===== config.mk =====
export PLATFORM = sky130hd
export DESIGN_NAME = ras_stack
export DESIGN_NICKNAME = d
export VERILOG_FILES = /design/src/rtl/ras_stack.sv
export SDC_FILE = /design/constraint.sdc
export NUM_CORES = 1
export LEC_CHECK = 0
export CAP_MARGIN = 20
export CELL_PAD_IN_SITES_DETAIL_PLACEMENT = 1
export CELL_PAD_IN_SITES_GLOBAL_PLACEMENT = 1
export CORE_ASPECT_RATIO = 0.5
export CORE_MARGIN = 8
export CORE_UTILIZATION = 35
export CTS_CLUSTER_SIZE = 10
export DETAILED_ROUTE_END_ITERATION = 8
export HOLD_SLACK_MARGIN = 0.1
export PLACE_DENSITY = 0.59
export SLEW_MARGIN = 20
export SYNTH_ARGS = -nofsm -noshare
export SYNTH_HDL_FRONTEND = slang
export SYNTH_SLANG_ARGS = --single-unit

===== constraint.sdc =====
create_clock -name CLK -period 8.75 [get_ports CLK]
set_input_delay 1.75 -clock CLK [delete_from_list [all_inputs] [get_ports CLK]]
set_output_delay 1.75 -clock CLK [all_outputs]
set_load 0.02 [all_outputs]

===== src/rtl/ras_stack.sv =====
// Circular return address stack for the fetch predictor.
// Exposes the top index and depth so fetch can checkpoint them and the backend can restore on mispredict.
module ras_stack #(
  parameter int RAS_ENTRIES     = 16,
  parameter int LOG_RAS_ENTRIES = 4,
  parameter int PC_WIDTH        = 38
) (
  input  logic                       CLK,
  input  logic                       RST,
  input  logic                       link_valid,
  input  logic [PC_WIDTH-1:0]        link_ret_addr,
  input  logic                       ret_valid,
  output logic [PC_WIDTH-1:0]        ret_target,
  output logic                       ret_hit,
  output logic [LOG_RAS_ENTRIES-1:0] ras_index,
  output logic [LOG_RAS_ENTRIES:0]   ras_count,
  input  logic                       restore_valid,
  input  logic [LOG_RAS_ENTRIES-1:0] restore_ras_index,
  input  logic [LOG_RAS_ENTRIES:0]   restore_ras_count
);

  localparam logic [LOG_RAS_ENTRIES:0] COUNT_FULL = (LOG_RAS_ENTRIES+1)'(RAS_ENTRIES);
  localparam logic [LOG_RAS_ENTRIES:0] COUNT_ONE  = (LOG_RAS_ENTRIES+1)'(1);

  logic [PC_WIDTH-1:0]        entries [RAS_ENTRIES];
  logic [LOG_RAS_ENTRIES-1:0] top;
  logic [LOG_RAS_ENTRIES:0]   count;
  logic [LOG_RAS_ENTRIES-1:0] top_inc;
  logic [LOG_RAS_ENTRIES-1:0] top_dec;

  // Index arithmetic wraps naturally at the index width.
  assign top_inc = top + 1'b1;
  assign top_dec = top - 1'b1;

  assign ret_target = entries[top];
  assign ret_hit    = (count != '0);
  assign ras_index  = top;
  assign ras_count  = count;

  always_ff @(posedge CLK) begin
    if (RST) begin
      for (int i = 0; i < RAS_ENTRIES; i++) begin
        entries[i] <= '0;
      end
      top   <= '0;
      count <= '0;
    end else if (restore_valid) begin
      top   <= restore_ras_index;
      count <= restore_ras_count;
    end else if (link_valid && ret_valid) begin
      // Coroutine swap: replace the top entry in place.
      entries[top] <= link_ret_addr;
      if (count == '0) begin
        count <= COUNT_ONE;
      end
    end else if (link_valid) begin
      // When full this lands on the oldest entry, which is intentionally lost.
      entries[top_inc] <= link_ret_addr;
      top              <= top_inc;
      if (count != COUNT_FULL) begin
        count <= count + COUNT_ONE;
      end
    end else if (ret_valid && (count != '0)) begin
      top   <= top_dec;
      count <= count - COUNT_ONE;
    end
  end

endmodule


==> qor.yml <==
outcome: "completed"
die-area_sq_mm: 0.0905
tightest_slew_ns: 1.02
reg2reg_depth: 8
synthCells: 1709
io_pins: 100
cts_resized: 0
ctsHoldBuffers: 0
dieWidth_um: 417
fp.coreArea_sq_mm: 0.0796
drv_slew: 0
final_common_cell: "edfxtp_1"
r2r_setup_slack_ns: 5.44
crit_path_start_kind: "flip-flop"
ir_drop_v: 0.000119
max_cap_viol_count: 0
portBuffers: 99
yosysUniqueCellTypes: 47
drtPass1Iterations: 5
cts_setup_buffers: 0
p_int_uw: 5210
synth_largest_area_cell: "edfxtp_1"
min_to: "ras_count[2]"
slowest_delay_ns: 0.86
drtAntennaViolNets: 0
hold_violations: 0
swShare_pct: 23.7
cts_buffer_depth: 3
area_delta_synth_final_pct: 14.4
end_kind: "primary output"
hold_depth: 2
pwr-share-seq_pct: 50.5
synth_top_area_share_pct: 64.7
grt_pass1_vias: 15854
nets: 1825
power_density_mw_per_mm2: 212
crit_slowest_cell: "dfxtp_4"
antenna_found_initial: 7
rows: 73
clock-sinks: 621
synthArstFlopShare_pct: 0
dp_cells: 2780
regToRegStartpoint: "ras_index[1]"
pwr-share-clk_pct: 39.5
via_count: 14983
final-seq-area_sq_mm: 0.0185
fin_skew_ns: 0.0226
hp-start: "ras_count[2]"
ys_warn_count: 0
grt_pass1_wl_mm: 117
initial_core_util_pct: 35.4
path_max_fanout: 74
leakagePower_uw: 0.0113
ys_ff_latch: 621
fillers: 7765
via_per_inst: 5.22
synth_area_sq_mm: 0.0282
fin_crit_sh_pct: 65.4
combPwrFrac_pct: 9.9
numCtsBuffers: 72
worstSetupPathType: "flip-flop to primary output"
ys_seq_area_share_pct: 65.7
gr-total-overflow: 0
ys_top_cells_by_area: "edfxtp_1, mux4_2, and2_1"
max-slew-margin-rel_pct: 31.7
finalSetupViolCount: 0
grt_max_degree: 112
drcViolationCount: 0
syn_avg_cell_area_sq_um: 16.5
wire_per_inst_um: 28.1
crit_required_ns: 7.00
die_h_um: 217
root_buffer: "clkbuf_16"
max_freq_ghz: 0.175
synth_edf_count: 608
clkLatencyLatePin_ns: 0.62
rsz0062_at_grt: "no"
yosys_most_used_dff: "edfxtp_1"
drt_iter0_drc: 1497
routabilityCongestion: 0.752
fin_tns_setup_ns: 0
arrival_ns: 3.97
crit_path_cell_trace: "buf_12 -> mux4_2 -> mux4_2 -> clkdlybuf4s50_1"
syn_nets: 1767
wirelength_mm: 80.7
drive_gt1_share_pct: 19.9
worstReg2RegEnd: "entries[13][6]"
hpwlAfterDp_mm: 47.5
hold_class: "flip-flop to flip-flop"
final_cell_mix: "edfxtp_1, and2_1, mux4_2"
cts_tree: "done"
h-tree-depth: 3
grt_usage_pct: 17.7
final_cells: 2870
cp_common_cell: "mux4_2"
p_switching_uw: 1610
fin_crit_ns: 5.72
multiInputGateArea_sq_mm: 0.00906
clk_pin_slew_ns: 0.06
-- synthesized netlist by cell type, drive strengths merged (2+ instances only) --
cell / instances
a211oi: 2
a21o: 2
a21oi: 13
and2: 609
and3: 2
buf: 37
clkbuf: 115
dfxtp: 13
edfxtp: 608
ha: 5
inv: 6
mux2i: 4
mux4: 190
nand2: 16
nand3: 3
nor2: 18
nor2b: 2
nor3: 10
nor4: 6
o21ai: 6
o22ai: 2
o31ai: 2
or2: 16
or3b: 2
xnor2: 4
xor2: 5
-- registers in the layout (all words and copies together) (netlist names), named ones only --
name / flops
ras_count: 5
entries: 608
ras_index: 4
-- metrics by stage --
| step | utilization, % | hold WS (ns) | setup slack, ns | total power [uW] | cell area (sq um) |
|---|---|---|---|---|---|
| global placement | 38.0 | 0.593 | 3.08 | 4200 | 30300 |
| finish | 40.5 | 0.640 | 3.03 | 6820 | 32300 |
| global route | 40.5 | 0.711 | 2.81 | 7030 | 32300 |
| detailed placement | 38.0 | 0.629 | 3.03 | 4200 | 30300 |
| floorplan | - | 0.632 | 4.76 | 3860 | 28200 |
| CTS | 40.5 | 0.639 | 2.94 | 6900 | 32300 |
-- critical path, delay by kind of cell, from the launching register on --
family / cells / cell delay, ns
DFF: 1 / 0.86
buffers and inverters: 2 / 1.11
muxes: 2 / 1.21
-- area by class of cell --
class | count | area share [%]
Antenna cell | 1 | 0.00776
Clock buffer | 86 | 6.01
Clock inverter | 3 | 0.0931
Inverter | 6 | 0.0698
Multi-Input combinational cell | 930 | 28.1
Sequential cell | 621 | 57.4
Tap cell | 1087 | 4.22
Timing Repair Buffer | 136 | 4.05
-- cells by family (layout without fill, tap and decap cells) --
family / Yosys count / count (layout) / share of synthesized area, %
and+or+nand+nor: 689 / 689 / 15.1
DFF: 621 / 621 / 65.7
muxes: 195 / 195 / 15.4
buffers and inverters: 158 / 231 / 2.58
AOI/OAI and AO/OA: 31 / 31 / 0.661
xor gates and xnor gates: 9 / 9 / 0.306
adders and majority gates: 6 / 6 / 0.293
other: 0 / 1 / 0
-- metal layers --
| layer | part of all wire (%) | routed length [um] | up-vias | track usage (%) |
|---|---|---|---|---|
| met3 | 6.2 | 4970 | 107 | 3.58 |
| met1 | 47 | 37500 | 8051 | 25.7 |
| met4 | 2.2 | 1760 | 0 | 4.35 |
| met5 | 0 | 0 | - | 0 |
| li1 | - | - | 6409 | - |
| met2 | 45 | 36400 | 416 | 27.5 |
-- worst max-delay path by stage --
stage                             start              end  slack (ns)  cells after the start
after floorplan           restore_valid   entries[12][0]        4.76                      7
after global placement    restore_valid  entries[10][21]        3.08                      7
after detailed placement  restore_valid   entries[8][23]        3.03                      7
after CTS                     flip-flop   ret_target[28]        2.94                      4
after global routing          flip-flop   ret_target[15]        2.81                      4
final                         flip-flop   ret_target[15]        3.03                      4
-- power by group through the flow --
stage	clock (uW)	combinational (uW)	sequential [uW]
finish	2700	678	3450
global route	2850	716	3460
CTS	2750	692	3450
detailed placement	0	689	3510
global placement	0	687	3510
floorplan	0	401	3460
Power figures use the tool's default switching activity.
